[src/rtl/mkio_pkg.sv]
// Shared constants, state encoding and helpers for the MKIO Manchester-II receiver.
package mkio_pkg;

  // Clocks per Manchester half-bit element.
  localparam int HALF_BIT_CLKS = 8;
  // Each sync segment lasts three half-bits.
  localparam int SYNC_HALVES   = 3;
  // 16 data bits plus parity, two half-bits each.
  localparam int WORD_HALVES   = 34;
  // Allowed +/- clocks on the first sync segment.
  localparam int SYNC_TOL      = 4;

  typedef enum logic [2:0] {
    IDLE,
    SYNC_A,
    SYNC_B,
    DATA,
    TAIL,
    WAIT_IDLE
  } rx_state_t;

  // Line pair encodings as {DI1, DI0}; 00 and 11 are both idle/invalid.
  localparam logic [1:0] LINE_HIGH = 2'b10;
  localparam logic [1:0] LINE_LOW  = 2'b01;
  localparam logic [1:0] LINE_IDLE = 2'b00;

  // Saturating increment for the sync run-length counter.
  function automatic logic [4:0] run_inc(input logic [4:0] r);
    return (r == 5'd31) ? r : r + 5'd1;
  endfunction

  // High when the 17 decoded bits (data + parity) do not have odd weight.
  function automatic logic parity_err(input logic [16:0] w);
    return ~^w;
  endfunction

endpackage

[src/rtl/mkio_line_sync.sv]
// Two-flop synchronizer for the DI1/DI0 line pair plus active/level decode.
module mkio_line_sync
  import mkio_pkg::*;
(
  input  logic clk,
  input  logic rst_n,
  input  logic di1_i,
  input  logic di0_i,
  output logic act_o,
  output logic lvl_o
);

  logic [1:0] meta_q;
  logic [1:0] sync_q;

  // Bring the asynchronous line pair into the clk domain.
  always_ff @(posedge clk or negedge rst_n) begin
    if (!rst_n) begin
      meta_q <= LINE_IDLE;
      sync_q <= LINE_IDLE;
    end else begin
      meta_q <= {di1_i, di0_i};
      sync_q <= meta_q;
    end
  end

  // Only the two differential states carry a level; lvl follows DI1 regardless.
  assign act_o = (sync_q == LINE_HIGH) || (sync_q == LINE_LOW);
  assign lvl_o = sync_q[1];

endmodule

[src/rtl/mkio_receiver.sv]
// MKIO Manchester-II word receiver: sync detection, 17-bit decode, word strobe and error flags.
module mkio_receiver #(
  parameter int HALF_BIT_CLKS = mkio_pkg::HALF_BIT_CLKS,
  parameter int SYNC_TOL      = mkio_pkg::SYNC_TOL
) (
  input  logic        clk,
  input  logic        reset,
  input  logic        DI1,
  input  logic        DI0,
  output logic        busy_rcv,
  output logic        imp_rcv,
  output logic        cd_rcv,
  output logic [15:0] data_rcv,
  output logic        err_manch,
  output logic        err_par
);

  import mkio_pkg::*;

  localparam int PH_W     = (HALF_BIT_CLKS > 1) ? $clog2(HALF_BIT_CLKS) : 1;
  localparam int SYNC_NOM = SYNC_HALVES * HALF_BIT_CLKS;

  localparam logic [4:0]      RUN_LO    = 5'(SYNC_NOM - SYNC_TOL);
  localparam logic [4:0]      RUN_HI    = 5'(SYNC_NOM + SYNC_TOL);
  localparam logic [PH_W-1:0] PH_LAST   = PH_W'(HALF_BIT_CLKS - 1);
  localparam logic [PH_W-1:0] PH_MID    = PH_W'(HALF_BIT_CLKS / 2);
  localparam logic [PH_W-1:0] PH_STB    = PH_W'(HALF_BIT_CLKS / 2 + 1);
  localparam logic [PH_W-1:0] PH_ONE    = PH_W'(1);
  // Second sync segment is checked at its centre, counted from the sync edge.
  localparam logic [5:0]      SB_HALF   = 6'((SYNC_NOM / 2) / HALF_BIT_CLKS);
  localparam logic [PH_W-1:0] SB_PH     = PH_W'((SYNC_NOM / 2) % HALF_BIT_CLKS);
  localparam logic [5:0]      SB_END    = 6'(SYNC_HALVES);
  localparam logic [5:0]      LAST_HALF = 6'(WORD_HALVES - 1);

  logic act;
  logic lvl;

  rx_state_t       state_q;
  logic [4:0]      run_q;
  logic [PH_W-1:0] phase_q, phase_d;
  logic [5:0]      half_q, half_d;
  logic            sync_lvl_q;
  logic            first_lvl_q;
  logic            first_act_q;
  logic            manch_q;
  logic [16:0]     shift_q;
  logic            busy_q, imp_q, cd_q, em_q, ep_q;
  logic [15:0]     data_q;
  logic            bit_ok;
  logic            level_flip;

  mkio_line_sync u_line_sync (
    .clk   (clk),
    .rst_n (reset),
    .di1_i (DI1),
    .di0_i (DI0),
    .act_o (act),
    .lvl_o (lvl)
  );

  // Free-running half-bit timebase and per-bit Manchester validity.
  always_comb begin
    phase_d    = (phase_q == PH_LAST) ? '0 : phase_q + PH_ONE;
    half_d     = (phase_q == PH_LAST) ? half_q + 6'd1 : half_q;
    bit_ok     = first_act_q && act && (first_lvl_q != lvl);
    level_flip = act && (lvl != sync_lvl_q);
  end

  // Receiver FSM; sync edge E resets the timebase so all samples fall on half-bit centres.
  always_ff @(posedge clk or negedge reset) begin
    if (!reset) begin
      state_q     <= IDLE;
      run_q       <= '0;
      phase_q     <= '0;
      half_q      <= '0;
      sync_lvl_q  <= 1'b0;
      first_lvl_q <= 1'b0;
      first_act_q <= 1'b0;
      manch_q     <= 1'b0;
      shift_q     <= '0;
      busy_q      <= 1'b0;
      imp_q       <= 1'b0;
      cd_q        <= 1'b0;
      em_q        <= 1'b0;
      ep_q        <= 1'b0;
      data_q      <= '0;
    end else begin
      imp_q <= 1'b0;
      unique case (state_q)
        IDLE: begin
          if (act) begin
            sync_lvl_q <= lvl;
            run_q      <= 5'd1;
            state_q    <= SYNC_A;
          end
        end
        SYNC_A: begin
          if (!act) begin
            state_q <= WAIT_IDLE;
          end else if (level_flip) begin
            if (run_q >= RUN_LO && run_q <= RUN_HI) begin
              state_q <= SYNC_B;
              busy_q  <= 1'b1;
              phase_q <= PH_ONE;
              half_q  <= '0;
            end else begin
              state_q <= WAIT_IDLE;
            end
          end else if (run_q > RUN_HI) begin
            state_q <= WAIT_IDLE;
          end else begin
            run_q <= run_inc(run_q);
          end
        end
        SYNC_B: begin
          phase_q <= phase_d;
          half_q  <= half_d;
          if (half_q == SB_HALF && phase_q == SB_PH && !level_flip) begin
            state_q <= WAIT_IDLE;
            busy_q  <= 1'b0;
          end else if (half_q == SB_END && phase_q == '0) begin
            state_q <= DATA;
            half_q  <= '0;
            manch_q <= 1'b0;
          end
        end
        DATA: begin
          phase_q <= phase_d;
          half_q  <= half_d;
          if (phase_q == PH_MID) begin
            if (!half_q[0]) begin
              first_lvl_q <= lvl;
              first_act_q <= act;
            end else begin
              shift_q <= {shift_q[15:0], first_lvl_q};
              if (!bit_ok) manch_q <= 1'b1;
            end
            if (half_q == LAST_HALF) state_q <= TAIL;
          end
        end
        TAIL: begin
          phase_q <= phase_d;
          half_q  <= half_d;
          if (phase_q == PH_STB) begin
            imp_q  <= 1'b1;
            data_q <= shift_q[16:1];
            cd_q   <= ~sync_lvl_q;
            em_q   <= manch_q;
            ep_q   <= parity_err(shift_q);
          end else if (phase_q == '0) begin
            // Leaving TAIL doubles as the IDLE cycle so a back-to-back sync keeps its run count.
            busy_q <= 1'b0;
            if (act) begin
              sync_lvl_q <= lvl;
              run_q      <= 5'd1;
              state_q    <= SYNC_A;
            end else begin
              state_q <= IDLE;
            end
          end
        end
        WAIT_IDLE: begin
          if (!act) state_q <= IDLE;
        end
        default: state_q <= IDLE;
      endcase
    end
  end

  assign busy_rcv  = busy_q;
  assign imp_rcv   = imp_q;
  assign cd_rcv    = cd_q;
  assign data_rcv  = data_q;
  assign err_manch = em_q;
  assign err_par   = ep_q;

endmodule

[config.mk]
export PLATFORM = sky130hd
export DESIGN_NAME = mkio_receiver
export DESIGN_NICKNAME = d
export VERILOG_FILES = /design/src/rtl/mkio_pkg.sv /design/src/rtl/mkio_line_sync.sv /design/src/rtl/mkio_receiver.sv
export SDC_FILE = /design/constraint.sdc
export NUM_CORES = 1
export LEC_CHECK = 0
export CORE_MARGIN = 4
export CORE_UTILIZATION = 54
export CTS_BUF_LIST = sky130_fd_sc_hd__clkbuf_8
export CTS_CLUSTER_DIAMETER = 100
export DETAILED_ROUTE_END_ITERATION = 7
export PLACE_DENSITY_LB_ADDON = 0.3
export RECOVER_POWER = 50
export REMOVE_ABC_BUFFERS = 1
export SLEW_MARGIN = 40
export SYNTH_ARGS = -nofsm -noshare
export SYNTH_HDL_FRONTEND = slang
export SYNTH_SLANG_ARGS = --single-unit
[constraint.sdc]
create_clock -name clk -period 2.1 [get_ports clk]
set_input_delay 0.21 -clock clk [delete_from_list [all_inputs] [get_ports clk]]
set_output_delay 0.21 -clock clk [all_outputs]
set_load 0.02 [all_outputs]
==> impl_metrics.yaml <==
timing:
  tns_ps: 0
  tightest_slew_ps: 1450
  slew_headroom_pct: 3.16
  final.setup_skew_ps: 7.12
  final-setup-viol-count: 0
  hold_viol: 0
  slew_violations: 0
  fmax_mhz: 500
  period_share_pct: 95.3
  fin_ws_ps: 98.4
  rsz0062_at_grt: "false"
  hold_ws_ps: 349
  period_needed_ps: 2000
clocking:
  cts_setup_buffers: 0
  clock_sinks: 63
  clkSlewWorstSetupHoldPaths_ps: 70
  cts.htree.levels: 3
  clock_tree.buffer_depth: 2
  cts_made_buffers: 9
  clockRootBuffer: "clkbuf_8"
  cts_tree: "built"
  clkLatencyLatePin_ps: 340
synth:
  syn_inst: 257
  syn_avg_cell_area_sq_um: 12.2
  seq_area_frac_synth_pct: 50.3
  synth_most_common_cell: "dfrtp_1"
  yosysWarnings: 0
  ys_types: 59
  synth_commonest_cells: "dfrtp_1, mux2_2, xnor2_1"
  synth_seq_cells: 63
  yosys-top-cells-area: "dfrtp_1, mux2_2, xnor2_1"
  ys.flop_type: "dfrtp_1"
  synth_edf_count: 0
  syn_area_sq_um: 3130
  async_reset_ff_share_pct: 100
  synth_top_area_cell: "dfrtp_1"
  synth_top_area_share_pct: 50.3
place:
  preCtsSetupSlack_ps: 30.8
  dp_hpwl_mm: 3.96
  place_area_sq_um: 3490
  gp_congestion: 0.831
  placed_cells: 351
  port_buffers: 24
pwr:
  pwr-share-comb_pct: 27.5
  pwr-share-seq_pct: 38.1
  power_density_nw_per_um2: 1090
  p_clk_share_pct: 34.5
  p_sw_mw: 1.31
  p_leak_nw: 1.75
  intPower_mw: 2.81
  ir_drop_mv: 0.655
  power_mw: 4.11
  power.share.switching_pct: 31.8
critical_path:
  worst-path-buf-inv: 0
  cp_slowest_cell: "a2111oi_2"
  startpoint_type: "flip-flop"
  cpLargestDelayFamily: "compound AO/OA/AOI/OAI gates"
  cp_slowest_stage_delay_ps: 490
  crit_path_end_kind: "flip-flop"
  cp.required_ps: 2330
  path_max_fanout: 6
  crit_arrival_ps: 2230
  path_cells: "ha_1 > nand4bb_1 > o31ai_2 > a2111oi_2 > nor4_4 > mux2_4"
  worst-setup-path-type: "flip-flop to flip-flop"
flow_run:
  drv_cap: 0
routing:
  dr.first_iter.drc_count: 142
  drt_wl_total_mm: 5.99
  drc: 0
  routed-via-count: 2071
  drt-vias-per-instance: 5.63
  drtPass1Iterations: 5
  drtAntennaViolNets: 0
  wl_per_cell_um: 16.3
global_route:
  grt_pass1_wl_mm: 10.4
  grt_pass1_vias: 2120
  grt_use_total_pct: 18.5
  antenna_found_initial: 0
  overflow: 0
  grt_start_max_net_pins: 39
finish:
  regArea_sq_um: 1580
  nets: 304
  n_antenna_cell: 0
  drive_above_1_share_pct: 25.0
  final_core_util_pct: 67.5
  multiInputGateArea_sq_um: 1450
  postLayoutCellArea_sq_um: 3760
  syn2layout_area_growth_pct: 20.2
  fillCellCount: 414
  instances_no_fill: 368
floorplan:
  core_sq_um: 5570
  rows: 27
  io_pins: 25
  fp.dieArea_sq_um: 7080
  die_w_um: 84.2
  die_y_um: 84.2
  start_util_pct: 56.2
hold_path:
  hp-class: "flip-flop to flip-flop"
status:
  status: "finished, final reports clean"
==> worst paths after layout <==
check / slack [ps] / start / cells past startpoint / end
max reg2reg: 100 / half_q[0]$_DFFE_PN0P_ / 6 / state_q[2]$_DFFE_PN0P_
min: 350 / u_line_sync.meta_q[0]$_DFF_PN0_ / 0 / u_line_sync.sync_q[0]$_DFF_PN0_
min reg2reg: 350 / u_line_sync.meta_q[0]$_DFF_PN0_ / 0 / u_line_sync.sync_q[0]$_DFF_PN0_
max: 100 / half_q[0]$_DFFE_PN0P_ / 6 / state_q[2]$_DFFE_PN0P_
max in group asynchronous: 350 / reset / 3 / manch_q$_DFFE_PN0P_
min in group asynchronous: 760 / reset / 2 / run_q[1]$_DFFE_PN0P_
==> per-layer routing <==
layer / GRT usage, % / vias to the layer above / wire length [um]
li1: - / 991 / -
met3: 3.83 / 13 / 267
met1: 25.2 / 1013 / 2700
met2: 28.6 / 54 / 2870
met5: 0 / - / 0
met4: 8.48 / 0 / 148
==> layout make-up <==
type | instances | share of cell area, %
clock buffer | 10 | 3.66
clock inverter | 6 | 3.52
multi-input combinational | 172 | 38.5
inverter | 12 | 1.20
sequential | 63 | 41.9
timing repair buffer | 33 | 8.84
tap | 72 | 2.39
==> power by group through the flow <==
stage | clock network, mW | logic [mW] | registers [mW]
final | 1.42 | 1.13 | 1.56
after global routing | 1.51 | 1.23 | 1.60
after CTS | 1.44 | 1.12 | 1.56
after detailed placement | 0 | 1.10 | 1.58
after global placement | 0 | 1.07 | 1.57
after floorplan | 0 | 0.747 | 1.57
==> timing repair <==
action / CTS / global route
resized for setup: 0 / 1
setup endpoints to repair: 0 / 7
hold buffers: 1 / 0
hold endpoints to repair: 25 / 0
==> state kept, by name, summed over array words and instances, names as in the netlist, 2 cells and up <==
name,flops
half_q,6
u_line_sync.sync_q,2
phase_q,3
state_q,3
run_q,5
u_line_sync.meta_q,2
data_rcv,16
shift_q,17
==> cells in the final DEF (no fill, tap or decap), drive strengths merged, types with 2 or more instances in the layout <==
cell type / instances
a21oi: 12
a22o: 4
a22oi: 2
a31oi: 2
a32o: 2
and3: 3
and3b: 2
buf: 8
bufinv: 4
clkbuf: 11
clkdlybuf4s50: 15
dfrtp: 63
dlygate4sd3: 9
ha: 9
inv: 13
mux2: 38
mux2i: 3
nand2: 13
nand3: 5
nand3b: 2
nor2: 7
nor3: 8
nor3b: 5
nor4: 2
o21ai: 9
o22ai: 2
o31ai: 2
or2: 2
or3b: 2
xnor2: 16
xor2: 2
==> worst reg2reg max path: stages (launching register included) <==
cell       delay, ps
dfrtp_1          450
ha_1             280
nand4bb_1        200
o31ai_2          110
a2111oi_2        490
nor4_4            70
mux2_4           300
==> cells by family after synthesis <==
logic type | count (synthesis) | synth area share [%]
flip-flops | 63 | 50.3
AND/OR/NAND/NOR | 58 | 11.3
AO/OA/AOI/OAI | 45 | 10.7
multiplexers | 41 | 14.7
buffers and inverters | 22 | 3.48
XOR/XNOR | 19 | 5.75
adder cells (fa/ha/maj) | 9 | 3.60
Note: power is estimated with default switching activity, not from simulation.
